## config.mk

```make
export PLATFORM = sky130hd
export DESIGN_NAME = alu_sequencer
export DESIGN_NICKNAME = d
export VERILOG_FILES = /design/src/rtl/alu_sequencer.sv
export SDC_FILE = /design/constraint.sdc
export NUM_CORES = 1
export LEC_CHECK = 0
export BUFFER_PORTS_ARGS = -buffer_cell sky130_fd_sc_hd__buf_2
export CORE_MARGIN = 3
export CORE_UTILIZATION = 65
export CTS_CLUSTER_DIAMETER = 200
export DETAILED_ROUTE_END_ITERATION = 10
export GPL_TIMING_DRIVEN = 0
export PLACE_DENSITY_LB_ADDON = 0.25
export SETUP_SLACK_MARGIN = 0.3
export SLEW_MARGIN = 20
export SYNTH_ARGS = -nofsm -noshare
export SYNTH_HDL_FRONTEND = slang
export SYNTH_SLANG_ARGS = --single-unit
```

## constraint.sdc

```tcl
create_clock -name clk -period 6.42 [get_ports clk]
set_clock_uncertainty 0.1 [all_clocks]
set_input_delay 0.642 -clock clk [delete_from_list [all_inputs] [get_ports clk]]
set_output_delay 0.642 -clock clk [all_outputs]
set_load 0.02 [all_outputs]
```

## src/rtl/alu_sequencer.sv

```systemverilog
// Multi-cycle sequencer: fetches operands from an 8x16 register file, shifts operand B,
// drives an external 2-bit-op ALU, latches CMP flags and writes results back.
module alu_sequencer #(
  parameter int unsigned DATA_W   = 16,
  parameter bit          CLR_REGS = 1'b1
) (
  input  logic              clk,
  input  logic              reset,
  input  logic              start,
  input  logic [15:0]       instr,
  output logic              busy,
  output logic              done,
  output logic              err,
  output logic [DATA_W-1:0] alu_ain,
  output logic [DATA_W-1:0] alu_bin,
  output logic [1:0]        alu_op,
  input  logic [DATA_W-1:0] alu_out,
  input  logic [2:0]        alu_z,
  output logic [2:0]        status,
  input  logic [2:0]        dbg_sel,
  output logic [DATA_W-1:0] dbg_data
);

  typedef enum logic [2:0] {
    S_IDLE, S_DECODE, S_RD_A, S_RD_B, S_EXEC, S_WB, S_WB_IMM
  } state_t;

  state_t state_q, state_d;

  logic [15:0]       instr_q;
  logic [DATA_W-1:0] a_q, b_q, c_q;
  logic [2:0]        status_q;
  logic              done_q, done_d;
  logic              err_q, err_d;
  logic [DATA_W-1:0] rf_q [8];

  logic              rf_we;
  logic [2:0]        rf_wa;
  logic [DATA_W-1:0] rf_wd;

  logic [2:0]        opc;
  logic [1:0]        op, sh;
  logic [2:0]        rn, rd, rm;
  logic [DATA_W-1:0] imm_sext;
  logic              is_dp, is_cmp, is_movi, is_movr, needs_a, legal;

  assign opc      = instr_q[15:13];
  assign op       = instr_q[12:11];
  assign rn       = instr_q[10:8];
  assign rd       = instr_q[7:5];
  assign sh       = instr_q[4:3];
  assign rm       = instr_q[2:0];
  assign imm_sext = {{(DATA_W-8){instr_q[7]}}, instr_q[7:0]};

  assign is_dp   = (opc == 3'b101);
  assign is_cmp  = is_dp && (op == 2'b01);
  assign is_movi = (opc == 3'b110) && (op == 2'b10);
  assign is_movr = (opc == 3'b110) && (op == 2'b00);
  // MVN only needs the B operand, so it skips RD_A like MOV reg.
  assign needs_a = is_dp && (op != 2'b11);
  assign legal   = is_dp || is_movi || is_movr;

  always_ff @(posedge clk) begin
    if (reset) state_q <= S_IDLE;
    else       state_q <= state_d;
  end

  always_comb begin
    state_d = state_q;
    case (state_q)
      S_IDLE:   if (start) state_d = S_DECODE;
      S_DECODE: begin
        if (!legal)       state_d = S_IDLE;
        else if (is_movi) state_d = S_WB_IMM;
        else if (needs_a) state_d = S_RD_A;
        else              state_d = S_RD_B;
      end
      S_RD_A:   state_d = S_RD_B;
      S_RD_B:   state_d = S_EXEC;
      S_EXEC:   state_d = is_cmp ? S_IDLE : S_WB;
      S_WB:     state_d = S_IDLE;
      S_WB_IMM: state_d = S_IDLE;
      default:  state_d = S_IDLE;
    endcase
  end

  always_comb begin
    alu_ain = is_movr ? '0 : a_q;
    alu_op  = is_movr ? 2'b00 : op;
    case (sh)
      2'b01:   alu_bin = {b_q[DATA_W-2:0], 1'b0};
      2'b10:   alu_bin = {1'b0, b_q[DATA_W-1:1]};
      2'b11:   alu_bin = {b_q[DATA_W-1], b_q[DATA_W-1:1]};
      default: alu_bin = b_q;
    endcase
    rf_we  = (state_q == S_WB) || (state_q == S_WB_IMM);
    rf_wa  = (state_q == S_WB_IMM) ? rn : rd;
    rf_wd  = (state_q == S_WB_IMM) ? imm_sext : c_q;
    err_d  = (state_q == S_DECODE) && !legal;
    done_d = err_d || rf_we || ((state_q == S_EXEC) && is_cmp);
  end

  always_ff @(posedge clk) begin
    if (reset) begin
      instr_q  <= '0;
      a_q      <= '0;
      b_q      <= '0;
      c_q      <= '0;
      status_q <= '0;
      done_q   <= 1'b0;
      err_q    <= 1'b0;
    end else begin
      done_q <= done_d;
      err_q  <= err_d;
      if (state_q == S_IDLE && start) instr_q <= instr;
      if (state_q == S_RD_A) a_q <= rf_q[rn];
      if (state_q == S_RD_B) b_q <= rf_q[rm];
      if (state_q == S_EXEC) begin
        c_q <= alu_out;
        if (is_cmp) status_q <= alu_z;
      end
    end
  end

  always_ff @(posedge clk) begin
    if (reset) begin
      if (CLR_REGS) begin
        for (int unsigned i = 0; i < 8; i++) rf_q[i[2:0]] <= '0;
      end
    end else if (rf_we) begin
      rf_q[rf_wa] <= rf_wd;
    end
  end

  assign busy     = (state_q != S_IDLE);
  assign done     = done_q;
  assign err      = err_q;
  assign status   = status_q;
  assign dbg_data = rf_q[dbg_sel];

endmodule

```

==> out/qor.csv <==
metric,value,unit
r2r-start,state_q[0],
outcome,completed,
cts_setup_buffers,0,
grt_first_pass_wirelength,49100,µm
wl_per_cell,24.4,µm
drv_slew,0,
max_slew.worst_pin.slew,1.14,ns
die_h,135,µm
end_kind,output port,
startpoint,dbg_sel[1],
post_cts_resized,0,
tns,0,ns
setup_viol,0,
die_w,135,µm
drt_iter0_drc,1349,
crit_required,5.68,ns
ios,97,
mostFrequentLayoutCell,mux2i_1,
cp_slowest_stage_delay,0.77,ns
period_needed,3.17,ns
drive_above_1_share,0.190,
synthCells,1019,
synth_edf_count,128,
ant_nets,0,
synth_cell_types,41,
cts_tree,yes,
hp-class,in -> reg,
core,16100,µm²
crit_path_cell_trace,buf_2 > clkbuf_1 > mux4_2 > mux2_2 > buf_2,
maxCapViolations,0,
clkTransAtPathRegs,0.07,ns
syn-num-nets,1060,
fin_crit_sh,0.494,
grt_max_degree,18,
num_vias,9061,
num-nets-final,1173,
dpl_cell_area,11500,µm²
slew_headroom,0.241,
place_ws,3.29,ns
hold_viol,0,
path_class,in -> out,
synth_flop_cell,edfxtp_1,
p_per_area,241,nW/µm²
floorplan.initialDensity,0.672,
gp_congestion,0.943,
antenna_found_initial,2,
synth_area,10800,µm²
hold_start,instr[11],
layout_common_cells,"mux2i_1, nand2_1, nor2_1",
async_flop_share,0,
grt.total_usage,0.367,
grt_pass1_vias,8785,
drc,0,
hpwl,22500,µm
wl,33300,µm
start_kind,input pin,
cp_slowest_cell,clkbuf_1,
worst_ep_arrival_time,2.43,ns
clockBufferDepth,2,
setup_ws,3.25,ns
finish.instance_area,12100,µm²
htreeDepth,4,
cts.sinks,200,
rsz0062_at_grt,no,
fill_cells,1082,
drtPass1Iterations,6,
die_area,18200,µm²
fp-row-count,46,
viasPerCell,6.65,
hold_buffers,0,
synth-seq-cells,200,
numCtsBuffers,17,
synth.avg_cell_area,10.6,µm²
clock_latency,0.44,ns
overflow,0,
cts_root_buf,clkbuf_16,
io_buffer_count,94,
cp_max_fo,10,
seq_area_frac_synth,0.490,
ys_warn_count,0,
crit_top_cell,buf_2,
ir_drop,0.208,mV
area_delta_synth_final,12.4,%
max_freq,315,MHz
p_leak,4.32,nW
-- state kept, by name, indices dropped and copies added (netlist names) --
signal   cells
rf_q       128
done         1
a_q         16
err          1
instr_q     16
c_q         16
state_q      3
b_q         16
status       3
-- cell families (layout without fill, tap and decap cells) --
logic type	Yosys count	in the layout	share of synthesized area
compound gates	174	174	0.100
mux	204	204	0.231
buf+inv	82	208	0.0321
other cells	0	1	0
simple gates	359	359	0.147
flops	200	200	0.490
-- stage by stage --
stage	util	total power [W]	cells	hold slack (ns)
2_1_floorplan	-	0.00169	1019	0.317
3_3_place_gp	0.718	0.00181	1329	0.328
3_5_place_dp	0.718	0.00182	1329	0.334
4_1_cts	0.755	0.00289	1361	0.321
5_1_grt	0.755	0.00299	1361	0.325
6_report	0.755	0.00292	1362	0.329
-- per-layer routing --
| metal | up-vias | wire length [µm] | GRT usage |
|---|---|---|---|
| met1 | 4242 | 11600 | 0.441 |
| met5 | - | 13 | 0 |
| li1 | 3922 | - | - |
| met4 | 2 | 1910 | 0.217 |
| met3 | 174 | 4430 | 0.118 |
| met2 | 721 | 15300 | 0.584 |
-- layout make-up --
cell class	count	area (µm²)	share of cell area
sequential	200	5290	0.436
multi-input combinational	737	5150	0.425
timing repair buffer	94	470	0.0388
clock buffer	18	429	0.0354
buffer	79	335	0.0277
tap	216	270	0.0223
clock inverter	14	170	0.0140
inverter	3	11.3	0.000929
antenna	1	2.50	0.000206
-- power breakdown --
group,switching (W),leakage (nW),internal (W)
logic,0.000240,2.13,0.000139
registers,0.0000372,1.90,0.00140
clock network,0.000491,0.287,0.000616
-- synthesized netlist by cell type (4+ instances only) --
master | number | share of area
dfxtp_1 | 72 | 0.13
a31o_2 | 4 | 0.0032
a22oi_1 | 64 | 0.045
nor2b_1 | 7 | 0.0041
clkbuf_1 | 47 | 0.016
edfxtp_1 | 128 | 0.36
mux2i_1 | 152 | 0.14
o21ai_1 | 6 | 0.0028
a21oi_1 | 46 | 0.021
mux4_2 | 32 | 0.067
nor2_1 | 137 | 0.048
buf_2 | 27 | 0.013
nand3_2 | 4 | 0.0037
o21ai_0 | 45 | 0.021
mux2_2 | 18 | 0.019
nand2b_1 | 22 | 0.013
and2_1 | 19 | 0.011
nand3b_1 | 7 | 0.0049
nand2_1 | 149 | 0.052
-- worst paths after layout --
check	end	slack, ns	depth (start not counted)
max	dbg_data[4]	3.25	5
min	instr_q[11]	0.33	3
max reg2reg	rf_q[4][11]	3.40	6
min reg2reg	a_q[7]	0.34	2
-- critical path, delay by kind of cell --
| kind | cells | cell delay, ns |
|---|---|---|
| buf+inv | 3 | 1.08 |
| mux | 2 | 0.70 |
Note: power is estimated with default switching activity, not from simulation.
